<file path="src/rtl/rom_lookup_arbiter_if.sv">
// rom_lookup_arbiter_if: one requester's valid/ready request and response channels.
interface rom_lookup_arbiter_if #(
  parameter int ADDR_W = 4,
  parameter int DATA_W = 8
);
  logic              req_valid;
  logic              req_ready;
  logic [ADDR_W-1:0] req_addr;
  logic              rsp_valid;
  logic              rsp_ready;
  logic [DATA_W-1:0] rsp_data;
  modport master (output req_valid, req_addr, rsp_ready, input req_ready, rsp_valid, rsp_data);
  modport slave (input req_valid, req_addr, rsp_ready, output req_ready, rsp_valid, rsp_data);
endinterface

</file>
<file path="src/rtl/rom_lookup_arbiter.sv">
// rom_lookup_arbiter: round-robin sharing of one synchronous ROM between two requesters.
module rom_lookup_arbiter #(
  parameter int ADDR_W  = 4,
  parameter int DATA_W  = 8,
  parameter int ROM_LAT = 1
) (
  input  logic              clk,
  input  logic              rst_n,
  rom_lookup_arbiter_if.slave p0,
  rom_lookup_arbiter_if.slave p1,
  output logic [ADDR_W-1:0] rom_addr,
  input  logic [DATA_W-1:0] rom_data,
  output logic              busy
);
  localparam int CW = $clog2(ROM_LAT + 1);
  typedef enum logic [1:0] {IDLE, WAIT, RESP} state_t;
  state_t        state;
  logic          rr_ptr;
  logic          owner;
  logic          gnt;
  logic [CW-1:0] cnt;
  assign gnt          = (p0.req_valid && p1.req_valid) ? rr_ptr : p1.req_valid;
  // ready is gated by rst_n so no handshake is advertised while reset is held
  assign p0.req_ready = rst_n && state == IDLE && p0.req_valid && !gnt;
  assign p1.req_ready = rst_n && state == IDLE && p1.req_valid && gnt;
  assign busy         = state != IDLE;
  always_ff @(posedge clk or negedge rst_n) begin
    if (!rst_n) begin
      state        <= IDLE;
      rr_ptr       <= 1'b0;
      owner        <= 1'b0;
      cnt          <= '0;
      rom_addr     <= '0;
      p0.rsp_valid <= 1'b0;
      p1.rsp_valid <= 1'b0;
      p0.rsp_data  <= '0;
      p1.rsp_data  <= '0;
    end else begin
      case (state)
        IDLE: if (p0.req_ready || p1.req_ready) begin
          rom_addr <= gnt ? p1.req_addr : p0.req_addr;
          owner    <= gnt;
          cnt      <= CW'(ROM_LAT);
          state    <= WAIT;
        end
        WAIT: if (cnt == '0) begin
          if (owner) begin
            p1.rsp_data  <= rom_data;
            p1.rsp_valid <= 1'b1;
          end else begin
            p0.rsp_data  <= rom_data;
            p0.rsp_valid <= 1'b1;
          end
          state <= RESP;
        end else cnt <= cnt - 1'b1;
        RESP: if (owner ? p1.rsp_ready : p0.rsp_ready) begin
          p0.rsp_valid <= 1'b0;
          p1.rsp_valid <= 1'b0;
          rr_ptr       <= ~owner;
          state        <= IDLE;
        end
        default: state <= IDLE;
      endcase
    end
  end
endmodule

</file>
<file path="src/flat_wrapper.sv">
// flat-port wrapper written by rule: the top's interface ports become plain ports
module rom_lookup_arbiter_flat 
#(
  parameter int ADDR_W  = 4,
  parameter int DATA_W  = 8,
  parameter int ROM_LAT = 1
)
  (clk, rst_n, rom_addr, rom_data, busy, p0_req_valid, p0_req_addr, p0_rsp_ready, p0_req_ready, p0_rsp_valid, p0_rsp_data, p1_req_valid, p1_req_addr, p1_rsp_ready, p1_req_ready, p1_rsp_valid, p1_rsp_data);
  rom_lookup_arbiter_if #(.ADDR_W(ADDR_W), .DATA_W(DATA_W)) p0_i ();
  rom_lookup_arbiter_if #(.ADDR_W(ADDR_W), .DATA_W(DATA_W)) p1_i ();
  input  logic clk;
  input  logic rst_n;
  output logic [ADDR_W-1:0] rom_addr;
  input  logic [DATA_W-1:0] rom_data;
  output logic busy;
  input wire logic [$bits(p0_i.req_valid)-1:0] p0_req_valid;
  input wire logic [$bits(p0_i.req_addr)-1:0] p0_req_addr;
  input wire logic [$bits(p0_i.rsp_ready)-1:0] p0_rsp_ready;
  output wire logic [$bits(p0_i.req_ready)-1:0] p0_req_ready;
  output wire logic [$bits(p0_i.rsp_valid)-1:0] p0_rsp_valid;
  output wire logic [$bits(p0_i.rsp_data)-1:0] p0_rsp_data;
  input wire logic [$bits(p1_i.req_valid)-1:0] p1_req_valid;
  input wire logic [$bits(p1_i.req_addr)-1:0] p1_req_addr;
  input wire logic [$bits(p1_i.rsp_ready)-1:0] p1_rsp_ready;
  output wire logic [$bits(p1_i.req_ready)-1:0] p1_req_ready;
  output wire logic [$bits(p1_i.rsp_valid)-1:0] p1_rsp_valid;
  output wire logic [$bits(p1_i.rsp_data)-1:0] p1_rsp_data;
  assign p0_i.req_valid = p0_req_valid;
  assign p0_i.req_addr = p0_req_addr;
  assign p0_i.rsp_ready = p0_rsp_ready;
  assign p0_req_ready = p0_i.req_ready;
  assign p0_rsp_valid = p0_i.rsp_valid;
  assign p0_rsp_data = p0_i.rsp_data;
  assign p1_i.req_valid = p1_req_valid;
  assign p1_i.req_addr = p1_req_addr;
  assign p1_i.rsp_ready = p1_rsp_ready;
  assign p1_req_ready = p1_i.req_ready;
  assign p1_rsp_valid = p1_i.rsp_valid;
  assign p1_rsp_data = p1_i.rsp_data;
  rom_lookup_arbiter #(.ADDR_W(ADDR_W), .DATA_W(DATA_W), .ROM_LAT(ROM_LAT)) u_core (.clk(clk), .rst_n(rst_n), .p0(p0_i), .p1(p1_i), .rom_addr(rom_addr), .rom_data(rom_data), .busy(busy));
endmodule
</file>
<file path="config.mk">
export PLATFORM = sky130hd
export DESIGN_NAME = rom_lookup_arbiter_flat
export DESIGN_NICKNAME = d
export VERILOG_FILES = /design/src/rtl/rom_lookup_arbiter_if.sv /design/src/rtl/rom_lookup_arbiter.sv /design/src/flat_wrapper.sv
export SDC_FILE = /design/constraint.sdc
export NUM_CORES = 1
export LEC_CHECK = 0
export ABC_AREA = 1
export CORE_UTILIZATION = 46
export DETAILED_ROUTE_END_ITERATION = 10
export GPL_ROUTABILITY_DRIVEN = 0
export PLACE_DENSITY_LB_ADDON = 0.12
export SLEW_MARGIN = 20
export SYNTH_ARGS = -nofsm -noshare
export SYNTH_HDL_FRONTEND = slang
export SYNTH_SLANG_ARGS = --single-unit
</file>
<file path="constraint.sdc">
create_clock -name clk -period 2.5 [get_ports clk]
set_input_delay 0.25 -clock clk [delete_from_list [all_inputs] [get_ports clk]]
set_output_delay 0.25 -clock clk [all_outputs]
set_load 0.005 [all_outputs]
</file>
==> results.txt <==
----------------------------------------------------
[Logic synthesis]
  Post-synth top flop ... sky130_fd_sc_hd__dfrtp_1
  Post-synthesis cell area ... about 1300 sq um
  Largest cells by area after synthesis ... sky130_fd_sc_hd__dfrtp_1 54%, sky130_fd_sc_hd__nand2_1 11%, sky130_fd_sc_hd__o21ai_2 11%
  Area fraction of the dominant cell type after synthesis ... between 50 and 60%
  Count of distinct cell types in the synthesized netlist ... 16
  Synthesis-stage register bit count ... 27
  Synthesis warning total ... 0
  Most common cell in the netlist ... sky130_fd_sc_hd__nand2_1
  Number of enable-type register cells in the synthesized netlist ... 0
  Sequential fraction of the synthesis area ... between 50% and 60%
  Mean area per synthesized cell ... 9.35 sq um
  Leading post-synthesis cells by instance count ... 38 x sky130_fd_sc_hd__nand2_1, 27 x sky130_fd_sc_hd__dfrtp_1, 21 x sky130_fd_sc_hd__inv_1, 16 x sky130_fd_sc_hd__o21ai_2, 9 x sky130_fd_sc_hd__nand3_1
  Post-synth ARST share ... 100%
  Biggest area consumer among synthesized cells ... sky130_fd_sc_hd__dfrtp_1
  Mapped Nets ... 156
  Gate count of the mapped netlist ... approximately 130

[Clock network]
  Clock root cell ... sky130_fd_sc_hd__clkbuf_4
  H-Tree Depth ... 1
  Post-cts gate resize count ... 0
  Worst skew pair latency ... approximately 320 ps
  Number of buffers inserted during clock tree synthesis ... 3
  Clock Path Buffers ... 2
  Clock input transition at the sequential cells of the worst setup and hold paths ... approximately 150 ps
  Setup bufs post-CTS ... 0
  Clock sinks ... 27
  Hold-fix buffers, CTS ... 0
  TritonCTS clock tree ... yes

[Timing]
  Setup repair after global routing missed its margin ... no
  Maximum clock frequency ... 497 MHz
  Final worst clock skew ... 7.60 ps
  Total setup violations reported at the end of the flow ... 0
  Period utilization ... 80.6%
  Worst slew margin ... 77.7%
  Worst-Margin Slew ... 334 ps
  Post-layout min period ... 2010 ps
  Final hold violation count ... 0
  Total negative setup slack ... 0 ps
  Fin. max-slew vios ... 0

[GRT]
  Antenna violations before repair ... 0
  Largest net degree at the start of global routing ... 28
  Total gr overflow ... 0
  Number of global-route vias before repair ... 1,014
  Total Routing Usage GR ... 21.2%
  Wire length of the first global-routing pass ... 4420 um

[Worst setup path]
  Sort of element at the start of the critical path ... flop
  Critical Path AT ... between 1500 and 2000 ps
  Crit Path Class ... flop to output pin
  Data required time of the worst path ... 2250 ps
  Maximum fanout encountered on the critical timing path ... 6
  Critical Path Sink Type ... output pin

[Power and ir drop]
  Switch share ... 36.1%
  Internal power ... 1.24 mW
  Power dissipated by switching net loads ... 0.700 mW
  Comb power frac ... about half
  Clock share of power ... 9.8%
  P per Cell Area ... approximately 1100 nW/um^2
  Reported leakage power ... just under 0.9 nW
  Worst vdd ir ... 768 uV
  Sequential Power Share ... 40.8%

[Route]
  Via count of the routed design ... ~1,000
  Via density per instance ... 4.82
  Post-DRT Antenna Nets ... 0
  Post-route DRC ... 0
  Total Routed Length ... 2730 um
  Number of optimization iterations in the first detailed-route pass ... 4
  Detail-routed net length per standard cell ... 12.8 um
  Initial DRC count ... 11

[Floorplan]
  Horizontal die dimension ... roughly 54 um
  Core area ... 2520 sq um
  Total die area ... approximately 2900 sq um
  Number of top-level design ports ... 47
  Height of the chip ... 54.2 um
  Row Count ... 18
  Initial core utilization ... 49.7%

[Cells and area]
  Antenna Cells ... 0
  Layout Area Growth over Synthesis ... 40.7%
  Final net count ... 206
  Filler cell count ... 226
  Non-filler cells, final ... between 200 and 250
  Share of cells above drive strength 1 ... 17.5%

[Outcome]
  Result of the run ... completed

[Run]
  Max-cap check violation count ... 0

[Placed design]
  Final HPWL from detailed placement ... 2080 um
  DP Cell Count ... 209
  I/O Buffers ... between 40 and 50

[Hold path]
  Class of the worst hold path ... input port to asynchronous set/reset pin

----------------------------------------------------
==> sequential cells by signal, indices dropped and copies added, names as in the netlist <==
signal               cells
u_core.cnt               1
u_core.owner             1
u_core.p0.rsp_data       8
u_core.p0.rsp_valid      1
u_core.p1.rsp_data       8
u_core.p1.rsp_valid      1
u_core.rom_addr          4
u_core.rr_ptr            1
u_core.state             2
==> cells by family (layout without fill, tap and decap cells) <==
| kind of cell | Yosys count | count (layout) | synth area share [%] |
|---|---|---|---|
| AO/OA/AOI/OAI | 21 | 21 | 13.2 |
| buffers and inverters | 27 | 76 | 9.29 |
| flip-flops | 27 | 27 | 53.9 |
| AND/OR/NAND/NOR | 59 | 59 | 23.6 |
==> cells in the final DEF, fill, tap and decap left out <==
cell type / synthesis / layout
sky130_fd_sc_hd__and3_1: 1 / 1
sky130_fd_sc_hd__buf_4: 0 / 1
sky130_fd_sc_hd__clkbuf_1: 0 / 1
sky130_fd_sc_hd__clkbuf_4: 0 / 3
sky130_fd_sc_hd__clkdlybuf4s50_1: 0 / 46
sky130_fd_sc_hd__dfrtp_1: 27 / 27
sky130_fd_sc_hd__inv_1: 21 / 21
sky130_fd_sc_hd__inv_2: 4 / 4
sky130_fd_sc_hd__nand2_1: 38 / 38
sky130_fd_sc_hd__nand2_2: 3 / 3
sky130_fd_sc_hd__nand3_1: 9 / 9
sky130_fd_sc_hd__nand3_2: 1 / 1
sky130_fd_sc_hd__nand3_4: 2 / 2
sky130_fd_sc_hd__nor2_1: 3 / 3
sky130_fd_sc_hd__nor2_2: 1 / 1
sky130_fd_sc_hd__nor2_8: 1 / 1
sky130_fd_sc_hd__o21ai_0: 4 / 4
sky130_fd_sc_hd__o21ai_1: 1 / 1
sky130_fd_sc_hd__o21ai_2: 16 / 16
==> path summary, 6_finish.rpt <==
path,from,endpoint,slack [ps],depth (start not counted)
hold reg to reg,u_core.cnt,u_core.state[1],490,1
min in group clk,u_core.cnt,u_core.state[1],490,1
hold / removal,rst_n,u_core.p0.rsp_data[1],370,2
setup / recovery,u_core.rr_ptr,p0_req_ready,490,5
max in group asynchronous,rst_n,u_core.p0.rsp_data[6],1880,2
setup reg to reg,u_core.state[1],u_core.p1.rsp_data[5],1270,4
==> critical path, cell delays in order, from the launching register on <==
cell and delay, ps:
sky130_fd_sc_hd__dfrtp_1 410, sky130_fd_sc_hd__inv_1 60, sky130_fd_sc_hd__nand2_1 100, sky130_fd_sc_hd__nand2_1 180, sky130_fd_sc_hd__and3_1 180, sky130_fd_sc_hd__clkdlybuf4s50_1 500
==> stage by stage <==
step	hold WS, ps	utilization, %	setup WS [ps]	power (mW)	cell area, sq um
floorplan	-45.6	-	1410	1.26	1250
global placement	453	68.8	588	1.72	1740
detailed placement	462	68.8	537	1.77	1740
CTS	378	69.8	486	1.96	1760
global route	402	69.8	344	2.09	1760
finish	371	69.8	486	1.94	1760
==> power groups by stage <==
stage | sequential, mW | combinational, mW | clock [mW]
2_1_floorplan | 0.798 | 0.464 | 0
3_3_place_gp | 0.783 | 0.934 | 0
3_5_place_dp | 0.798 | 0.970 | 0
4_1_cts | 0.792 | 0.974 | 0.194
5_1_grt | 0.815 | 1.07 | 0.207
6_report | 0.791 | 0.959 | 0.190
==> area by class of cell <==
class,instances,area [sq um],share of cell area (%)
clock buffers,4,26.3,1.49
inverters,25,93.8,5.33
multi-input cells,80,460,26.1
flip-flops and latches,27,676,38.4
well taps,30,37.5,2.13
repair buffers,47,468,26.6
==> per-layer routing <==
layer | wire, um | track usage [%] | up-vias
met5 | 0 | 0 | -
met4 | 17 | 8.12 | 0
met3 | 116 | 4.24 | 2
met2 | 1400 | 37.6 | 29
met1 | 1200 | 24.7 | 483
li1 | - | - | 513
(Power assumes the default switching activity.)
